$ cat config.mk
export PLATFORM = sky130hd
export DESIGN_NAME = transaction_fifo_flat
export DESIGN_NICKNAME = d
export VERILOG_FILES = /design/src/rtl/transaction_fifo_pkg.sv /design/src/rtl/transaction_fifo_if.sv /design/src/rtl/transaction_fifo_mem.sv /design/src/rtl/transaction_fifo.sv /design/src/flat_wrapper.sv
export SDC_FILE = /design/constraint.sdc
export NUM_CORES = 1
export LEC_CHECK = 0
export ABC_AREA = 1
export CORE_MARGIN = 3
export CORE_UTILIZATION = 55
export DETAILED_ROUTE_END_ITERATION = 12
export PLACE_DENSITY = 0.76
export SETUP_SLACK_MARGIN = 0.3
export SYNTH_ARGS = -nofsm -noshare
export SYNTH_HDL_FRONTEND = slang
export SYNTH_HIERARCHICAL = 1
export SYNTH_SLANG_ARGS = --single-unit
$ cat constraint.sdc
create_clock -name clk -period 2.79 [get_ports clk]
set_input_delay 0.6975 -clock clk [delete_from_list [all_inputs] [get_ports clk]]
set_output_delay 0.6975 -clock clk [all_outputs]
set_load 0.05 [all_outputs]
$ cat src/rtl/transaction_fifo_pkg.sv
// Constants shared by the transaction-layer arbiter and its per-port FIFOs.
// A word carries its destination port in the top bits and its payload in the rest.
package transaction_fifo_pkg;

    localparam int TXN_DATA_W         = 10;
    localparam int TXN_DEST_HI        = 9;
    localparam int TXN_DEST_LO        = 8;
    localparam int TXN_NUM_PORTS      = 4;
    localparam int TXN_FIFO_ADDR_W    = 3;
    localparam int TXN_FIFO_AF_THRESH = 6;
    localparam int TXN_FIFO_AE_THRESH = 1;

    typedef logic [TXN_DATA_W-1:0]              txn_word_t;
    typedef logic [TXN_DEST_HI-TXN_DEST_LO:0]   txn_dest_t;

    function automatic txn_dest_t txn_dest(input txn_word_t word);
        return word[TXN_DEST_HI:TXN_DEST_LO];
    endfunction

endpackage

$ cat src/rtl/transaction_fifo_if.sv
// Push/pop port of a transaction FIFO plus its status flags.
// The master side pushes and pops; the slave side is the FIFO itself.
interface transaction_fifo_if #(
    parameter int DATA_W = 10,
    parameter int ADDR_W = 3
);
    logic              push;
    logic [DATA_W-1:0] data_in;
    logic              pop;
    logic [DATA_W-1:0] data_out;
    logic              empty;
    logic              full;
    logic              almost_empty;
    logic              almost_full;
    logic [ADDR_W:0]   count;
    logic              overflow;
    logic              underflow;

    modport master (
        output push, data_in, pop,
        input  data_out, empty, full, almost_empty, almost_full, count, overflow, underflow
    );

    modport slave (
        input  push, data_in, pop,
        output data_out, empty, full, almost_empty, almost_full, count, overflow, underflow
    );
endinterface

$ cat src/rtl/transaction_fifo_mem.sv
// FIFO storage: register file with synchronous write and asynchronous read,
// so the head word is visible without a read cycle.
module transaction_fifo_mem #(
    parameter int DATA_W = 10,
    parameter int ADDR_W = 3
) (
    input  logic              clk,
    input  logic              we_i,
    input  logic [ADDR_W-1:0] waddr_i,
    input  logic [DATA_W-1:0] wdata_i,
    input  logic [ADDR_W-1:0] raddr_i,
    output logic [DATA_W-1:0] rdata_o
);
    localparam int DEPTH = 2 ** ADDR_W;

    logic [DATA_W-1:0] mem_q [DEPTH];

    // NOTE: storage has no reset; the pointers/count define which entries are valid,
    // and leaving it out keeps this a plain register file with no reset fan-out.
    always_ff @(posedge clk) begin
        if (we_i) begin
            mem_q[waddr_i] <= wdata_i;
        end
    end

    assign rdata_o = mem_q[raddr_i];

endmodule

$ cat src/rtl/transaction_fifo.sv
// First-word-fall-through per-port transaction queue: pointers, occupancy,
// threshold flags and sticky error bits around a small register file.
module transaction_fifo
    import transaction_fifo_pkg::*;
#(
    parameter int DATA_W    = TXN_DATA_W,
    parameter int ADDR_W    = TXN_FIFO_ADDR_W,
    parameter int AF_THRESH = TXN_FIFO_AF_THRESH,
    parameter int AE_THRESH = TXN_FIFO_AE_THRESH
) (
    input  logic                clk,
    input  logic                reset,
    transaction_fifo_if.slave   bus
);
    localparam int DEPTH = 2 ** ADDR_W;

    logic [ADDR_W-1:0] wr_ptr_q, wr_ptr_d;
    logic [ADDR_W-1:0] rd_ptr_q, rd_ptr_d;
    logic [ADDR_W:0]   count_q, count_d;
    logic              overflow_q, overflow_d;
    logic              underflow_q, underflow_d;

    logic              empty, full;
    logic              push_ok, pop_ok;
    logic [DATA_W-1:0] rdata;

    assign empty = (count_q == '0);
    assign full  = (count_q == (ADDR_W+1)'(DEPTH));

    // NOTE: every output of this block gets a default before any branch, so no
    // path leaves a signal unassigned and no latch is inferred.
    always_comb begin
        push_ok     = bus.push & (~full | bus.pop);
        pop_ok      = bus.pop & ~empty;
        wr_ptr_d    = wr_ptr_q;
        rd_ptr_d    = rd_ptr_q;
        count_d     = count_q;
        overflow_d  = overflow_q | (bus.push & ~push_ok);
        underflow_d = underflow_q | (bus.pop & empty);

        if (push_ok) begin
            wr_ptr_d = wr_ptr_q + ADDR_W'(1);
        end
        if (pop_ok) begin
            rd_ptr_d = rd_ptr_q + ADDR_W'(1);
        end

        unique case ({push_ok, pop_ok})
            2'b10:   count_d = count_q + (ADDR_W+1)'(1);
            2'b01:   count_d = count_q - (ADDR_W+1)'(1);
            default: count_d = count_q;
        endcase
    end

    // NOTE: state registers use non-blocking assignments so every flop samples
    // the pre-edge values regardless of statement order.
    always_ff @(posedge clk) begin
        if (reset) begin
            wr_ptr_q    <= '0;
            rd_ptr_q    <= '0;
            count_q     <= '0;
            overflow_q  <= 1'b0;
            underflow_q <= 1'b0;
        end else begin
            wr_ptr_q    <= wr_ptr_d;
            rd_ptr_q    <= rd_ptr_d;
            count_q     <= count_d;
            overflow_q  <= overflow_d;
            underflow_q <= underflow_d;
        end
    end

    // A full FIFO accepting push and pop together reads the head slot
    // asynchronously before the edge that overwrites it.
    transaction_fifo_mem #(
        .DATA_W (DATA_W),
        .ADDR_W (ADDR_W)
    ) u_mem (
        .clk     (clk),
        .we_i    (push_ok),
        .waddr_i (wr_ptr_q),
        .wdata_i (bus.data_in),
        .raddr_i (rd_ptr_q),
        .rdata_o (rdata)
    );

    assign bus.data_out     = empty ? '0 : rdata;
    assign bus.empty        = empty;
    assign bus.full         = full;
    assign bus.almost_empty = (count_q <= (ADDR_W+1)'(AE_THRESH));
    assign bus.almost_full  = (count_q >= (ADDR_W+1)'(AF_THRESH));
    assign bus.count        = count_q;
    assign bus.overflow     = overflow_q;
    assign bus.underflow    = underflow_q;

endmodule
$ cat src/flat_wrapper.sv
// flat-port wrapper written by rule: the top's interface ports become plain ports
module transaction_fifo_flat import transaction_fifo_pkg::*;
#(
    parameter int DATA_W    = TXN_DATA_W,
    parameter int ADDR_W    = TXN_FIFO_ADDR_W,
    parameter int AF_THRESH = TXN_FIFO_AF_THRESH,
    parameter int AE_THRESH = TXN_FIFO_AE_THRESH
)
  (clk, reset, bus_push, bus_data_in, bus_pop, bus_data_out, bus_empty, bus_full, bus_almost_empty, bus_almost_full, bus_count, bus_overflow, bus_underflow);
  transaction_fifo_if #(.DATA_W(DATA_W), .ADDR_W(ADDR_W)) bus_i ();
  input  logic clk;
  input  logic reset;
  input wire logic [$bits(bus_i.push)-1:0] bus_push;
  input wire logic [$bits(bus_i.data_in)-1:0] bus_data_in;
  input wire logic [$bits(bus_i.pop)-1:0] bus_pop;
  output wire logic [$bits(bus_i.data_out)-1:0] bus_data_out;
  output wire logic [$bits(bus_i.empty)-1:0] bus_empty;
  output wire logic [$bits(bus_i.full)-1:0] bus_full;
  output wire logic [$bits(bus_i.almost_empty)-1:0] bus_almost_empty;
  output wire logic [$bits(bus_i.almost_full)-1:0] bus_almost_full;
  output wire logic [$bits(bus_i.count)-1:0] bus_count;
  output wire logic [$bits(bus_i.overflow)-1:0] bus_overflow;
  output wire logic [$bits(bus_i.underflow)-1:0] bus_underflow;
  assign bus_i.push = bus_push;
  assign bus_i.data_in = bus_data_in;
  assign bus_i.pop = bus_pop;
  assign bus_data_out = bus_i.data_out;
  assign bus_empty = bus_i.empty;
  assign bus_full = bus_i.full;
  assign bus_almost_empty = bus_i.almost_empty;
  assign bus_almost_full = bus_i.almost_full;
  assign bus_count = bus_i.count;
  assign bus_overflow = bus_i.overflow;
  assign bus_underflow = bus_i.underflow;
  transaction_fifo #(.DATA_W(DATA_W), .ADDR_W(ADDR_W), .AF_THRESH(AF_THRESH), .AE_THRESH(AE_THRESH)) u_core (.clk(clk), .reset(reset), .bus(bus_i));
endmodule
* Word-level counts from Yosys, hierarchy flattened
Memories as Yosys holds them, arrays and structs flattened. A register that Yosys moved wholly into a read port is not among the register bits.
Index checks and enable logic that the tools add are counted.
W data, S select, Z words.
** Storage, ports and cells
- Register bits :: 12
- Input bits :: 14
- Memories :: 1
- Output and inout bits :: 20
- Memory bits (writable) :: 80
- Logic and storage cells :: 33
** Memories
- u_core.u_mem.mem_q :: depth 8, bits a word 10, read ports 1, clocked after Yosys merged registers in 1, wr ports 1, RTL line transaction_fifo_mem.sv:16 : logic [DATA_W-1:0] mem_q [DEPTH];
** Cells by class
- Bitwise gates (word level) :: 10
- Reduce and logical (&&, ||, !) cells :: 2
- $lt $le $gt $ge :: 2
- Muxes and demuxes :: 6
- Equal/unequal tests :: 3
- Add/subtract/negate cells :: 4
** Operator list (count)
- $mux W10 :: 1
- $pmux W4 S2 :: 1
- $add A3 B1 Y3 const B :: 2
- $mux W3 :: 2
- $add A4 B1 Y4 const B :: 1
- $and A1 B1 Y1 :: 4
- $eq A4 B4 Y1 const B :: 1
- $ge A4 B3 Y1 const B :: 1
- $le A4 B1 Y1 const B :: 1
- $logic_not A4 Y1 :: 1
- $sub A4 B1 Y4 const B :: 1
- $not A1 Y1 :: 3
- $or A1 B1 Y1 :: 3
- $eq A2 B1 Y1 const B :: 1
- $eq A2 B2 Y1 const B :: 1
- $mux W1 :: 2
- $reduce_bool A2 Y1 :: 1

* Longest topological paths before layout
Gate-level depths: netlist of the first run.
- Word-level depth :: 7
- Mapped depth :: 12
- Depth with buffers taken out :: 12

* Modules after synthesis
Netlist of the first run, hierarchy kept.
** Modules (own cells, without submodules)
- transaction_fifo_mem :: sequential area each 2402.3 um2, area each 3613.5 um2, times used 1, cells an instance 364
- transaction_fifo :: sequential area each 240.2 um2, area each 844.6 um2, times used 1, cells an instance 119

* Worst setup path after synthesis of the first run
OpenSTA, ideal clock, no wires.
- Kind :: register -> output
- Start :: reg u_core.count_q[1] (netlist: u_core/bus.count[1])
- End :: out bus_almost_full
- Slack :: -1 ps
- Data arrival time :: 2093 ps
- Stages on the path, launching flop included :: 4
- Cell sequence :: dfxtp_1 > ha_1 > nor2_1 > o21ai_0
** On the way
- Word-level cells in the longest chain between the ends :: 1
** Ends and longest elaborated chain
- start: declaration :: RTL line transaction_fifo.sv:19 : logic [ADDR_W:0] count_q, count_d;
- start signal: assignment :: RTL line transaction_fifo.sv:67 : count_q <= count_d;
- $ge A4 B3 Y1 :: RTL line transaction_fifo.sv:91 : assign bus.almost_full = (count_q >= (ADDR_W+1)'(AF_THRESH));
- end: declaration :: RTL line flat_wrapper.sv:20 : output wire logic [$bits(bus_i.almost_full)-1:0] bus_almost_full;
No other way between the ends.

* Worst setup path in the final report of the first run
- Start :: reg u_core.count_q[1] (netlist: u_core/bus.count[1])
- End :: out bus_data_out[0]
** On the way
- Word-level cells in the longest chain between the ends :: 2
** Ends and longest elaborated chain
- $logic_not A4 Y1 :: RTL line transaction_fifo.sv:27 : assign empty = (count_q == '0);
- $mux W10 :: RTL line transaction_fifo.sv:87 : assign bus.data_out = empty ? '0 : rdata;
- end: declaration :: RTL line flat_wrapper.sv:16 : output wire logic [$bits(bus_i.data_out)-1:0] bus_data_out;
No other way between the ends.

==> results.md, run 1 <==
Critical path:
- The kind of start point of the critical path is a register.
- Broken down by cell family, the worst path's largest delay share belongs to buffers and inverters.
- In this run the worst path has a maximum fanout of 11.
- The element type at the critical path end is an output pin.
- Traced cell by cell, the critical path runs through inv_1 -> ha_2 -> inv_1 -> nor2_2 -> buf_6 -> nor2_2 -> buf_12.
- The largest single stage delay on the critical path is between 300 and 400 ps.
- The number of buffers and inverters on the critical path is 4.
- Data on the critical path arrives at its endpoint at approximately 1700 ps.
- For the worst setup path, the data required time is approximately 2100 ps.
- The critical path class is register to output pin.
- The slowest stage cell on the critical path is dfxtp_2.

Placed design:
- The detailed placement HPWL is ~6.0 mm.
- During placement, the flow inserted port buffers numbering 33.
- Before CTS, the worst setup slack after placement is ~290 ps.
- Routability-driven placement finished with a final weighted congestion of approximately 0.74.

Clocking:
- Clock latency on the worst-skew pair, taken at its later pin, is ~350 ps.
- The tree is rooted in a clkbuf_8.
- The clock tree from TritonCTS is built.
- In this run, post-CTS hold repair placed 0 buffers.
- The maximum level of the CTS H-tree is 3.
- The clock passes through at most 2 buffers.
- CTS saw about 90 sinks.
- In this run, CTS created clock tree buffers numbering 9.
- Once the clock tree was built, the setup fixing pass inserted 0 buffers.
- Clock-pin slew was measured on the worst setup and hold paths at roughly 80 ps.

Logic synthesis:
- The synthesized design contains 92 register bits.
- The mapped netlist covers 0.004458 mm^2.
- The number of distinct library cells after synthesis is 28.
- In the synthesized netlist, the number of instances is 483.
- Of the total synthesized cell area, the portion taken by AND, OR, NAND and NOR gates is roughly a quarter.
- In the synthesized netlist, mux cells make up 0% of the area.
- The mean instance size in the synthesized netlist is slightly above 9 um^2.
- Of the synthesized area, sequential elements account for between 50% and 60%.
- By area, the combinational part of the netlist is dominated by simple AND/OR/NAND/NOR gates.
- Synthesis produced a netlist with a net count of between 500 and 600.
- The complex-gate fraction of the synthesized area is roughly 1.4%.
- For this run, the number of Yosys warnings is 6.
- Summing the areas of all xor and xnor instances in the mapped netlist gives less than 1% of the synthesized area.
- Of the total synthesized cell area, the portion taken by full adders, half adders and majority gates is between 2 and 2.5%.

STA:
- Setup repair after global routing could not meet its margin everywhere.
- The worst-case setup margin in the final layout is 378.8 ps.
- Setup violations remaining at the end of the flow were counted as 0.
- The maximum achievable frequency is around 410 MHz.
- For the pin with the worst max-slew slack, the measured transition is 500.6 ps.
- The final hold slack is between 400 and 500 ps.
- The sum of negative setup slack is 0 ps.
- The final clock period utilization by the worst path is between 80% and 90%.
- The worst slew margin relative to its limit is 66.52%.
- The max-slew violation count is 0.
- The number of hold violations in the final report is 0.
- For the finished layout, the period the worst path requires is 2411 ps.
- The setup skew after layout is around 7.5 ps.

Route:
- The total detailed-routing wirelength is approximately 9.4 mm.
- Detailed routing placed a total of just over 800 um of wire on met3.
- The routed design uses slightly below 5 mm of met2 wire.
- The first-iteration detailed-routing DRC count is 162.
- Dividing the detail-routed wire length by the instance count gives roughly 15 um.
- The met1 wire length is approximately 3.7 mm.
- The final route contains about 3.2k vias.
- The iteration count of the initial detailed-routing pass is 4.
- The average via count per standard cell is 5.036.
- The total DRC errors in the routed layout is 0.
- The count of nets left with antenna violations once routing finished came out at 0.
- The detailed router used layers up to and including met4.

Flow run:
- Max-cap violations in this run came to 0.

Global route:
- Entering global routing, the biggest net connects 41 pins.
- The via count of the first global-routing pass was 3107.
- The first global-routing pass estimated ~15 mm of wire.
- Summed over all layers, the global routing overflow is 0.
- The initial antenna violation count is 0.
- For this run, the total global-route usage over all layers was measured as roughly 22%.

Finish:
- Leaving out fill and tap cells, the most frequent cell in the layout is nand2_1.
- In the final layout, the multi-input gates occupy between 0.001 and 0.0015 mm^2.
- The ratio of cells with drive above 1 in the final layout is 16.32%.
- The area of all sequential standard cells is between 0.002 and 0.003 mm^2.
- The number of nets in the layout is 550.
- Compared with the post-synthesis result, the final layout area differs by 17.15%.
- Fill cells in the final layout number a little over 600.
- The antenna diode count is 0.
- In the layout the commonest cells are nand2_1, inv_1, edfxtp_1, nand3_1, nor2_1.

Pwr:
- The internal cell power is ~2.8 mW.
- The share of total power consumed by net switching is 40.87%.
- The proportion of power drawn by flip-flops and latches is 34.1%.
- The worst voltage drop across the vdd grid is 0.6952 mV.
- Power spread over the standard cell area amounts to between 900 and 1000 mW/mm^2.
- In this run, the clock network consumes 18.0% of the power.
- Combinational logic is responsible for between 40% and 50% of the overall power.
- The switching power is approximately 2 mW.
- The leakage power is roughly 2.4 nW.

Die:
- The number of rows created at floorplan is 32.
- The height of the die is just under 100 um.
- The starting utilization of the core area is between 50% and 60%.
- The count of pins on the block boundary is 34.
- The overall die area is between 0.009 and 0.01 mm^2.
- The overall die width is about 96 um.
- The area of the core is slightly below 0.008 mm^2.

Status:
- The run finished with clean final reports.

Hold path:
- In this run the worst hold path is classified as register to register.
-- power groups by stage --
stage	clock, mW	sequential (mW)	combinational [mW]
floorplan	0	1.73	1.42
global placement	0	1.65	2.23
detailed placement	0	1.65	2.28
CTS	0.883	1.63	2.30
global route	0.937	1.65	2.47
finish	0.864	1.64	2.30
-- through the flow --
stage          total power [mW]  area, um^2  cells  util (%)
3_3_place_gp              3.879        5015    618     64.23
6_report                  4.799        5223    635     66.89
3_5_place_dp              3.933        5015    618     64.23
5_1_grt                   5.048        5223    635     66.89
2_1_floorplan             3.142        4463    483         -
4_1_cts                   4.815        5223    635     66.89
-- final cells by class --
| class | instances | share of cell area, % |
|---|---|---|
| clock buffer | 10 | 2.444 |
| clock inverter | 6 | 1.222 |
| inverter | 111 | 8.241 |
| multi-input combinational | 265 | 24.22 |
| sequential | 92 | 50.69 |
| tap | 102 | 2.444 |
| timing repair buffer | 48 | 10.59 |
| timing repair inverter | 1 | 0.1437 |
-- final timing paths --
kind	slack, ps	from	depth (start not counted)	to
hold / removal	460	u_core/bus.overflow	2	u_core/bus.overflow
setup reg to reg	790	u_core/bus.count[1]	11	u_core/bus.count[3]
setup / recovery	380	u_core/bus.count[1]	7	bus_data_out[0]
hold reg to reg	460	u_core/bus.overflow	2	u_core/bus.overflow
-- cell usage after synthesis, drive strengths merged --
library cell  instances  area, um^2
o21a                  1       7.510
nor2                 40       190.2
nand3b                1       7.510
ha                    8       100.1
nand3                46       235.2
o211ai                1       7.510
o21ai                 3       15.01
edfxtp               80        2402
a21oi                 5       32.53
inv                 109       414.2
buf                  15       128.9
xor2                  2       17.52
nor3                  1       5.000
dfxtp                12       240.2
clkinv                2       12.51
nand2               157       641.9
-- worst reg2reg max path, stage by stage (launching register included) --
cell	delay, ps
dfxtp_2	360
inv_1	140
ha_2	250
nand2_2	80
nor2_4	150
nand2_4	90
nand2_4	70
ha_1	280
nor2_1	180
nand2_1	90
a21oi_1	150
nor2_1	60
-- cells by family after synthesis --
family / count (synthesis)
fa+ha+maj: 8
flops: 92
xor+xnor: 2
buf+inv: 126
compound gates: 10
simple gates: 245
-- layer usage --
| layer | vias to the layer above | GRT usage, % |
|---|---|---|
| met1 | 1481 | 27.82 |
| met2 | 136 | 38.76 |
| met5 | - | 0 |
| li1 | 1569 | - |
| met4 | 0 | 6.991 |
| met3 | 12 | 3.284 |
-- timing repair --
item,in CTS,in global routing
cloned,1,0
endpoints found under the hold margin,0,0
setup endpoints to repair,13,12
pin swaps,0,0
resized for setup,8,7
-- flip-flops by register name, indices dropped and copies added, names as in the netlist --
name,flops
u_core/bus.count,4
u_core/rd_ptr_q,3
u_core/bus.underflow,1
u_core/bus.overflow,1
u_core/u_mem/mem_q,80
u_core/wr_ptr_q,3
No activity file was read; power rests on OpenSTA's default activity.
==> run 2: changes to the inputs <==
--- a/config.mk
+++ b/config.mk
@@ -11,6 +11,7 @@
 export DETAILED_ROUTE_END_ITERATION = 12
 export PLACE_DENSITY = 0.76
 export SETUP_SLACK_MARGIN = 0.3
+export SLEW_MARGIN = 20
 export SYNTH_ARGS = -nofsm -noshare
 export SYNTH_HDL_FRONTEND = slang
 export SYNTH_HIERARCHICAL = 1
==> results of run 2 <==
The final DEF is identical to that of run 1; final timing and power are the same.
